**src/rtl/md_audio_pkg.sv**
```systemverilog
// Shared widths, the stereo sample type and the saturating adder for the md_audio_mixer slice.
package md_audio_pkg;
    localparam int SAMPLE_W   = 16;
    localparam int FM_W       = 9;
    localparam int ACC_W      = 18;
    localparam int FIFO_DEPTH = 2;
    localparam int PROD_W     = 28;
    localparam int MIX_W      = 21;

    typedef struct packed {
        logic signed [SAMPLE_W-1:0] l;
        logic signed [SAMPLE_W-1:0] r;
    } stereo_t;

    localparam logic signed [MIX_W:0] SAT_MAX = 22'sd32767;
    localparam logic signed [MIX_W:0] SAT_MIN = -22'sd32768;

    function automatic logic signed [SAMPLE_W-1:0] sat16(input logic signed [MIX_W-1:0] a,
                                                         input logic signed [MIX_W-1:0] b);
        logic signed [MIX_W:0] s;
        s = {a[MIX_W-1], a} + {b[MIX_W-1], b};
        if (s > SAT_MAX) return 16'sh7fff;
        if (s < SAT_MIN) return 16'sh8000;
        return s[SAMPLE_W-1:0];
    endfunction
endpackage

```
**src/rtl/md_audio_fifo2.sv**
```systemverilog
// Two-entry valid/ready FIFO for stereo samples; a write into a full FIFO is dropped and flagged.
module md_audio_fifo2
    import md_audio_pkg::*;
(
    input  logic    clk_i,
    input  logic    rst_ni,
    input  logic    wrVld_i,
    input  stereo_t wrData_i,
    input  logic    rdReady_i,
    output logic    rdVld_o,
    output stereo_t rdData_o,
    output logic    drop_o
);
    stereo_t    mem_q [2];
    stereo_t    mem_d [2];
    logic [1:0] cnt_q, cnt_d, space;
    logic       pop, accept;

    // A pop on the same edge frees its slot before the write is placed.
    always_comb begin
        pop    = (cnt_q != 2'd0) && rdReady_i;
        space  = cnt_q - {1'b0, pop};
        accept = wrVld_i && (space != 2'(FIFO_DEPTH));
        drop_o = wrVld_i && !accept;
        mem_d  = mem_q;
        if (pop) mem_d[0] = mem_q[1];
        if (accept) mem_d[space[0]] = wrData_i;
        cnt_d  = space + {1'b0, accept};
    end

    always_ff @(posedge clk_i or negedge rst_ni) begin
        if (!rst_ni) begin
            cnt_q    <= '0;
            mem_q[0] <= '0;
            mem_q[1] <= '0;
        end else begin
            cnt_q    <= cnt_d;
            mem_q[0] <= mem_d[0];
            mem_q[1] <= mem_d[1];
        end
    end

    assign rdVld_o  = (cnt_q != 2'd0);
    assign rdData_o = mem_q[0];
endmodule

```
**src/rtl/md_audio_mixer.sv**
```systemverilog
// FM/PSG audio mixer: boxcar-averages MOL/MOR per FM period, mixes with PSG, saturates, buffers in a FIFO.
// Optional DC blocker per channel when MD_AUDIO_MIXER_DC_BLOCK_EN is defined.
module md_audio_mixer
    import md_audio_pkg::*;
#(
    parameter int FM_PERIOD = 144,
    parameter int FM_GAIN   = 32,
    parameter int PSG_GAIN  = 64,
    parameter int PSG_BIAS  = 0
) (
    input  logic                       MCLK,
    input  logic                       SRES,
    input  logic signed [FM_W-1:0]     MOL,
    input  logic signed [FM_W-1:0]     MOR,
    input  logic [SAMPLE_W-1:0]        PSG,
    input  logic                       MUTE,
    input  logic                       AUD_READY,
    output logic                       AUD_VALID,
    output logic signed [SAMPLE_W-1:0] AUD_L,
    output logic signed [SAMPLE_W-1:0] AUD_R,
    output logic                       OVF,
    output logic [7:0]                 DROP_CNT
);
    localparam logic [7:0]               LAST_CNT   = 8'(FM_PERIOD - 1);
    localparam logic signed [PROD_W-1:0] FM_GAIN_S  = PROD_W'(FM_GAIN);
    localparam logic signed [PROD_W-1:0] PSG_GAIN_S = PROD_W'(PSG_GAIN);
    localparam logic [SAMPLE_W:0]        PSG_BIAS_X = (SAMPLE_W+1)'(PSG_BIAS);

    logic [7:0]                 winCnt_q, winCnt_d;
    logic                       lastCycle;
    logic signed [FM_W-1:0]     fmIn [2];
    logic signed [ACC_W-1:0]    acc_q [2], acc_d [2], accSum [2];
    logic signed [ACC_W-1:0]    s1Acc_q [2];
    logic [SAMPLE_W-1:0]        s1Psg_q;
    logic                       s1Mute_q, s1Vld_q;
    logic signed [SAMPLE_W:0]   psgDiff;
    logic signed [MIX_W-1:0]    s2Fm_q [2], s2Fm_d [2];
    logic signed [MIX_W-1:0]    s2Psg_q, s2Psg_d;
    logic                       s2Mute_q, s2Vld_q;
    logic signed [SAMPLE_W-1:0] mix [2];
    logic                       wrVld, drop;
    stereo_t                    wrData, head;
    logic                       ovf_q;
    logic [7:0]                 dropCnt_q;

    assign fmIn[0]   = MOL;
    assign fmIn[1]   = MOR;
    assign lastCycle = (winCnt_q == LAST_CNT);

    // The closing window includes the current cycle's FM value, so stage1 takes acc+input.
    always_comb begin
        winCnt_d = lastCycle ? 8'd0 : winCnt_q + 8'd1;
        psgDiff  = $signed({1'b0, s1Psg_q} - PSG_BIAS_X);
        s2Psg_d  = MIX_W'((PROD_W'(psgDiff) * PSG_GAIN_S) >>> 8);
        for (int c = 0; c < 2; c++) begin
            accSum[c] = acc_q[c] + ACC_W'(fmIn[c]);
            acc_d[c]  = lastCycle ? '0 : accSum[c];
            s2Fm_d[c] = MIX_W'((PROD_W'(s1Acc_q[c]) * FM_GAIN_S) >>> 8);
            mix[c]    = s2Mute_q ? '0 : sat16(s2Fm_q[c], s2Psg_q);
        end
    end

    always_ff @(posedge MCLK or negedge SRES) begin
        if (!SRES) begin
            winCnt_q  <= '0;
            s1Psg_q   <= '0;
            s1Mute_q  <= 1'b0;
            s1Vld_q   <= 1'b0;
            s2Psg_q   <= '0;
            s2Mute_q  <= 1'b0;
            s2Vld_q   <= 1'b0;
            ovf_q     <= 1'b0;
            dropCnt_q <= '0;
            for (int c = 0; c < 2; c++) begin
                acc_q[c]   <= '0;
                s1Acc_q[c] <= '0;
                s2Fm_q[c]  <= '0;
            end
        end else begin
            winCnt_q <= winCnt_d;
            s1Vld_q  <= lastCycle;
            s2Vld_q  <= s1Vld_q;
            for (int c = 0; c < 2; c++) begin
                acc_q[c] <= acc_d[c];
                if (lastCycle) s1Acc_q[c] <= accSum[c];
                if (s1Vld_q)   s2Fm_q[c]  <= s2Fm_d[c];
            end
            if (lastCycle) begin
                s1Psg_q  <= PSG;
                s1Mute_q <= MUTE;
            end
            if (s1Vld_q) begin
                s2Psg_q  <= s2Psg_d;
                s2Mute_q <= s1Mute_q;
            end
            if (drop) begin
                ovf_q <= 1'b1;
                if (dropCnt_q != 8'hff) dropCnt_q <= dropCnt_q + 8'd1;
            end
        end
    end

`ifdef MD_AUDIO_MIXER_DC_BLOCK_EN
    logic signed [SAMPLE_W-1:0] s3_q [2];
    logic                       s3Vld_q;
    logic signed [ACC_W-1:0]    xPrev_q [2], yPrev_q [2];
    logic signed [ACC_W-1:0]    dcDiff [2], dcLeak [2];
    logic signed [SAMPLE_W-1:0] dcOut [2];

    // Blocker state advances only when a window sample passes through.
    always_comb begin
        for (int c = 0; c < 2; c++) begin
            dcDiff[c] = ACC_W'(s3_q[c]) - xPrev_q[c];
            dcLeak[c] = yPrev_q[c] - (yPrev_q[c] >>> 8);
            dcOut[c]  = sat16(MIX_W'(dcDiff[c]), MIX_W'(dcLeak[c]));
        end
    end

    always_ff @(posedge MCLK or negedge SRES) begin
        if (!SRES) begin
            s3Vld_q <= 1'b0;
            for (int c = 0; c < 2; c++) begin
                s3_q[c]    <= '0;
                xPrev_q[c] <= '0;
                yPrev_q[c] <= '0;
            end
        end else begin
            s3Vld_q <= s2Vld_q;
            for (int c = 0; c < 2; c++) begin
                if (s2Vld_q) s3_q[c] <= mix[c];
                if (s3Vld_q) begin
                    xPrev_q[c] <= ACC_W'(s3_q[c]);
                    yPrev_q[c] <= ACC_W'(dcOut[c]);
                end
            end
        end
    end

    assign wrVld  = s3Vld_q;
    assign wrData = {dcOut[0], dcOut[1]};
`else
    assign wrVld  = s2Vld_q;
    assign wrData = {mix[0], mix[1]};
`endif

    md_audio_fifo2 uFifo (
        .clk_i    (MCLK),
        .rst_ni   (SRES),
        .wrVld_i  (wrVld),
        .wrData_i (wrData),
        .rdReady_i(AUD_READY),
        .rdVld_o  (AUD_VALID),
        .rdData_o (head),
        .drop_o   (drop)
    );

    assign AUD_L    = head.l;
    assign AUD_R    = head.r;
    assign OVF      = ovf_q;
    assign DROP_CNT = dropCnt_q;
endmodule

```
**config.mk**
```make
export PLATFORM = sky130hd
export DESIGN_NAME = md_audio_mixer
export DESIGN_NICKNAME = d
export VERILOG_FILES = /design/src/rtl/md_audio_pkg.sv /design/src/rtl/md_audio_fifo2.sv /design/src/rtl/md_audio_mixer.sv
export SDC_FILE = /design/constraint.sdc
export NUM_CORES = 1
export LEC_CHECK = 0
export ABC_AREA = 1
export CORE_MARGIN = 5
export CORE_UTILIZATION = 35
export DETAILED_ROUTE_END_ITERATION = 7
export SLEW_MARGIN = 15
export SYNTH_ARGS = -nofsm -noshare
export SYNTH_HDL_FRONTEND = slang
export SYNTH_SLANG_ARGS = --single-unit
```
**constraint.sdc**
```tcl
create_clock -name MCLK -period 4.6 [get_ports MCLK]
set_clock_uncertainty 0.2 [all_clocks]
set_input_delay 0.92 -clock MCLK [delete_from_list [all_inputs] [get_ports MCLK]]
set_output_delay 0.92 -clock MCLK [all_outputs]
set_load 0.02 [all_outputs]
```
==> results of run 1 <==
-- per-layer routing --
metal	GRT usage	vias to the layer above	wire length (µm)
met5	0	-	0
met4	0.0305	0	499
met3	0.0201	26	1050
met2	0.222	145	11800
met1	0.218	4355	14200
li1	-	4929	-
-- cells by family (layout without fill, tap and decap cells) --
group / after synthesis / after routing / synth area share
AO/OA/AOI/OAI: 182 / 182 / 0.0779
XOR/XNOR: 26 / 26 / 0.0191
adder cells (fa/ha/maj): 70 / 70 / 0.0760
buffers and inverters: 205 / 264 / 0.0797
flip-flops: 211 / 211 / 0.443
multiplexers: 40 / 40 / 0.0378
AND/OR/NAND/NOR: 768 / 768 / 0.267
-- cells in the final DEF, fill, tap and decap left out, types with 3 or more instances in the layout --
master           netlist  layout
nand2_1              512     512
dfrtp_1              211     210
inv_1                129     129
nor2_1               107     107
a21oi_1               94      94
nand3_1               91      91
o21ai_0               77      77
clkdlybuf4s50_1        0      76
ha_1                  66      66
mux2_2                40      40
clkbuf_16              0      25
nand4_1               17      17
xor2_1                15      15
nand3b_1              11      11
xnor2_1               11      11
clkbuf_8               0       7
nor3_1                 6       6
or2_2                  6       6
buf_4                 38       6
and2_1                 5       5
a31oi_1                4       4
o21bai_1               4       4
nor4_1                 4       4
fa_1                   4       4
inv_2                  3       3
clkinv_4               0       3
clkinvlp_4             0       3
clkbuf_1              18       3
clkinv_2               0       3
-- path summary, 6_finish.rpt --
kind                                                 end  slack, ns  cells after the start
worst max-delay path                                flop       1.51                     13
worst min-delay path                  acc_q[0]$_DFF_PN0_       0.23                      1
worst max register to register                      flop       1.83                     13
worst min register to register           OVF$_DFFE_PN0P_       0.27                      1
max in group asynchronous       uFifo.cnt_q[0]$_DFF_PN0_       3.05                      2
min in group MCLK                        OVF$_DFFE_PN0P_       0.27                      1
-- stage by stage --
step | total power, W | util
final | 0.00591 | 0.409
after global routing | 0.00636 | 0.409
after floorplan | 0.00350 | -
after CTS | 0.00600 | 0.409
after global placement | 0.00391 | 0.384
after detailed placement | 0.00395 | 0.384
-- report_power, final --
part           internal (W)  leakage, nW  total, W  switching, W
sequential          0.00204         2.59   0.00211     0.0000637
clock               0.00121        0.412   0.00200      0.000784
combinational      0.000641         4.00   0.00181       0.00117
total               0.00390         7.01   0.00591       0.00202
-- worst register-to-register path, delay by kind of cell, from the launching register on --
kind	cells	cell delay [ns]
fa+ha+maj	2	0.82
buf+inv	6	0.81
flops	1	0.37
simple gates	3	0.26
compound gates	2	0.17
-- final cells by class --
class                           count  area, µm²  area share
Multi-Input combinational cell   1086       5690       0.414
Clock buffer                       34        719      0.0523
Clock inverter                     12        133     0.00965
Timing Repair Buffer               85        860      0.0625
Tap cell                          448        561      0.0408
Inverter                          133        499      0.0363
Sequential cell                   211       5280       0.384
==> results.sh, run 1 <==
export IMPL_hp_class="in -> async"
export IMPL_setup_tns_ns=0
export IMPL_peakVddDrop_mv=0.319
export IMPL_crit_path_end_kind="flop"
export IMPL_layoutNonFillerInstCount=2009
export IMPL_h_tree_depth=1
export IMPL_cts_buffers=25
export IMPL_ctsHoldBuffers=0
export IMPL_stdcell_area_mm2=0.0137
export IMPL_fmax_mhz=324
export IMPL_routedWlPerCell_um=13.7
export IMPL_dr_total_vias=9455
export IMPL_dieWidth_um=195
export IMPL_synth_distinct_cells=36
export IMPL_drtAntennaViolNets=0
export IMPL_rows=67
export IMPL_post_cts_repair_setup_buffers=0
export IMPL_maxCapViolations=0
export IMPL_synthTopCellsByCount="512 x nand2_1, 211 x dfrtp_1, 129 x inv_1, 107 x nor2_1, 94 x a21oi_1"
export IMPL_ys_seq_area_frac=0.443
export IMPL_crit_fanout=54
export IMPL_via_per_inst=4.71
export IMPL_outcome="completed"
export IMPL_grt_ovfl_total=0
export IMPL_setup_viol=0
export IMPL_whs_ns=0.230
export IMPL_initialDrtViolationCount=520
export IMPL_grt_max_degree=84
export IMPL_dpl_cell_area_mm2=0.0129
export IMPL_antenna_cells=0
export IMPL_fill_cells=3377
export IMPL_core_area_mm2=0.0336
export IMPL_drc=0
export IMPL_pre_cts_slack_ns=1.03
export IMPL_track_usage=0.144
export IMPL_path_cells="clkdlybuf4s50_1, nand2_1, inv_1, ha_1, inv_1, nand2_1, nand2_1, o21ai_1, inv_1, ha_1, clkinv_1, buf_4, o21ai_0"
export IMPL_synth_area_leaders="dfrtp_1 44%, nand2_1 16%, ha_1 6.9%"
export IMPL_fin_crit_sh=0.671
export IMPL_reg2reg_from="uFifo.cnt_q[1]$_DFF_PN0_"
export IMPL_crit_path_start_kind="input port"
export IMPL_drv_slew=0
export IMPL_hold_viol_final=0
export IMPL_place_congestion=0.888
export IMPL_wirelength_um=27500
export IMPL_critical_path_arrival_ns=3.26
export IMPL_fin_nets=1650
export IMPL_clk_pin_slew_ns=0.05
export IMPL_required_ns=4.77
export IMPL_rsz0062_at_grt="false"
export IMPL_synth_flop_cell="dfrtp_1"
export IMPL_yosysTopAreaCell="dfrtp_1"
export IMPL_yosysTopAreaCellShare=0.443
export IMPL_fin_ws_ns=1.51
export IMPL_antenna_found_initial=0
export IMPL_crit_type="in -> reg"
export IMPL_ys_ff_latch=211
export IMPL_layout_drive_gt1_share=0.0698
export IMPL_period_needed_ns=3.09
export IMPL_critPathSlowestCell="clkdlybuf4s50_1"
export IMPL_tightest_slew_ns=1.07
export IMPL_syn_area_mm2=0.0119
export IMPL_dr_pass1_iters=5
export IMPL_cts_resized=0
export IMPL_synth_nets=1610
export IMPL_synth_most_common_cell="nand2_1"
export IMPL_cp_num_buf_inv=6
export IMPL_leakagePower_nw=7.01
export IMPL_maxSlewHeadroom=0.287
export IMPL_synth_cells=1502
export IMPL_areaGrowthSynthToFinish_pct=15.3
export IMPL_ys_async_sr_fraction=1.00
export IMPL_critPathMaxStageDelay_ns=0.46
export IMPL_synth_edff_count=0
export IMPL_dieHeight_um=195
export IMPL_clk_latency_ns=0.53
export IMPL_cts_sinks=211
export IMPL_cts_tree="yes"
export IMPL_syn_avg_cell_area_um2=7.94
export IMPL_grt_pass1_vias=9112
export IMPL_cpLargestDelayFamily="buffers and inverters"
export IMPL_start_util=0.355
export IMPL_cts_root_buf="clkbuf_16"
export IMPL_clockBufferDepth=3
export IMPL_ioPinCount=80
export IMPL_dieArea_mm2=0.0379
export IMPL_power_density_mw_per_mm2=430
export IMPL_grt_pass1_wl_um=46500
export IMPL_dp_cells=1963
export IMPL_synth_warnings=0
export IMPL_port_buffer_count=77
export IMPL_hpwlAfterDp_um=19900
export IMPL_startpoint="AUD_READY"
Power figures use the tool's default switching activity.
==> inputs of run 2 (changes only) <==
Clock period 4.6 ns to 2.8 ns, I/O delays scaled along.
==> results.sh, run 2 (synthesized netlist as in run 1, its figures left out) <==
export IMPL_grt_ovfl_total=0
export IMPL_dr_total_vias=9575
export IMPL_peakVddDrop_mv=0.524
export IMPL_cts_buffers=23
export IMPL_leakagePower_nw=7.07
export IMPL_hpwlAfterDp_um=20300
export IMPL_critPathMaxStageDelay_ns=0.60
export IMPL_total_power_w=0.00942
export IMPL_place_congestion=0.906
export IMPL_clk_pin_slew_ns=0.06
export IMPL_wirelength_um=27400
export IMPL_dr_pass1_iters=5
export IMPL_final_cell_mix="512 x nand2_1, 210 x dfrtp_1, 129 x inv_1"
export IMPL_via_per_inst=4.73
export IMPL_tightest_slew_ns=0.742
export IMPL_critical_path_arrival_ns=1.57
export IMPL_initialDrtViolationCount=522
export IMPL_cts_root_buf="clkbuf_16"
export IMPL_routedWlPerCell_um=13.5
export IMPL_cpLargestDelayFamily="buffers and inverters"
export IMPL_maxSlewHeadroom=0.505
export IMPL_clk_latency_ns=0.52
export IMPL_drtAntennaViolNets=0
export IMPL_outcome="completed"
export IMPL_dp_cells=1983
export IMPL_path_cells="inv_1, nand2_1, clkdlybuf4s50_1"
export IMPL_rsz0062_at_grt="false"
export IMPL_required_ns=2.04
export IMPL_critPathSlowestCell="clkdlybuf4s50_1"
export IMPL_fmax_mhz=429
export IMPL_drv_slew=0
export IMPL_start_util=0.355
export IMPL_h_tree_depth=1
export IMPL_dieArea_mm2=0.0379
export IMPL_cp_num_buf_inv=2
export IMPL_layoutNonFillerInstCount=2026
export IMPL_setup_viol=0
export IMPL_drc=0
export IMPL_layout_drive_gt1_share=0.0786
export IMPL_fin_nets=1669
export IMPL_antenna_found_initial=0
export IMPL_dieWidth_um=195
export IMPL_clockBufferDepth=3
export IMPL_areaGrowthSynthToFinish_pct=16.1
export IMPL_hold_viol_final=0
export IMPL_track_usage=0.144
export IMPL_hp_class="reg -> reg"
export IMPL_grt_pass1_wl_um=46200
export IMPL_fin_crit_sh=0.833
export IMPL_cts_sinks=211
export IMPL_period_needed_ns=2.33
export IMPL_port_buffer_count=77
export IMPL_setup_tns_ns=0
export IMPL_final_common_cell="nand2_1"
export IMPL_crit_path_end_kind="output pin"
export IMPL_fin_ws_ns=0.467
export IMPL_grt_pass1_vias=9082
export IMPL_core_area_mm2=0.0336
export IMPL_dpl_cell_area_mm2=0.0131
export IMPL_antenna_cells=0
export IMPL_maxCapViolations=0
export IMPL_grt_max_degree=71
export IMPL_fill_cells=3406
export IMPL_power_density_mw_per_mm2=681
export IMPL_rows=67
export IMPL_stdcell_area_mm2=0.0138
export IMPL_pre_cts_slack_ns=0.0200
export IMPL_crit_type="reg -> out"
export IMPL_ioPinCount=80
export IMPL_crit_path_start_kind="flop"
export IMPL_crit_fanout=2
export IMPL_dieHeight_um=195
export IMPL_cts_tree="yes"
==> run 2: cell count changes in the layout (fill, tap and decap cells not counted), sizes merged <==
cell,change
inv,+2
clkbuf,-3
clkinv,-2
dlygate4sd3,+1
buf,+20
bufinv,-2
clkinvlp,+1
==> run 2: power breakdown <==
| part | internal, W | leakage, nW | switching, W |
|---|---|---|---|
| registers | 0.00336 | 2.59 | 0.000111 |
| clock network | 0.00164 | 0.347 | 0.00127 |
| logic | 0.00112 | 4.13 | 0.00192 |
| total | 0.00611 | 7.07 | 0.00331 |
==> run 2: metrics by stage <==
step,utilization,hold WS (ns)
6_report,0.412,0.260
4_1_cts,0.412,0.265
5_1_grt,0.412,0.290
3_3_place_gp,0.390,0.245
2_1_floorplan,-,0.0644
3_5_place_dp,0.390,0.256
==> run 2: what timing repair did <==
item | in CTS | in global routing
hold endpoints to repair | 64 | 0
hold buffers | 1 | 0
setup buffers | 0 | 0
resized for setup | 0 | 0
==> run 2: cell type report <==
class	instances	area, µm²	share of cell area
multi-input cells	1086	5690	0.411
flip-flops and latches	211	5280	0.382
repair buffers	106	1080	0.0782
clock buffers	31	646	0.0466
well taps	448	561	0.0405
inverters	133	499	0.0361
clock inverters	11	80.1	0.00578
==> run 2: path summary, 6_finish.rpt <==
kind / from / endpoint / slack [ns] / cells after the start
worst max-delay path: uFifo.cnt_q[1]$_DFF_PN0_ / AUD_VALID / 0.47 / 3
worst min-delay path: winCnt_q[0]$_DFF_PN0_ / winCnt_q[0]$_DFF_PN0_ / 0.26 / 1
worst max register to register: uFifo.cnt_q[1]$_DFF_PN0_ / flop / 0.55 / 13
worst min register to register: winCnt_q[0]$_DFF_PN0_ / winCnt_q[0]$_DFF_PN0_ / 0.26 / 1
max in group asynchronous: SRES / uFifo.rdData_o[0]$_DFF_PN0_ / 1.26 / 3
min in group asynchronous: SRES / acc_q[14]$_DFF_PN0_ / 0.41 / 2
==> run 2: worst register-to-register path: stages (launching register included) <==
cell,delay [ns]
dfrtp_1,0.38
inv_1,0.07
nand2_1,0.06
nand2_1,0.07
inv_1,0.05
ha_1,0.30
inv_2,0.11
o21ai_1,0.08
inv_1,0.12
ha_1,0.21
clkinv_1,0.13
buf_4,0.21
nand2_1,0.07
o21ai_0,0.07
==> run 2: routing by layer <==
metal	GRT usage	vias up	share of wire
met5	0	-	0
met4	0.0357	0	0.025
met3	0.0178	38	0.035
met2	0.218	154	0.42
met1	0.220	4423	0.52
li1	-	4960	-
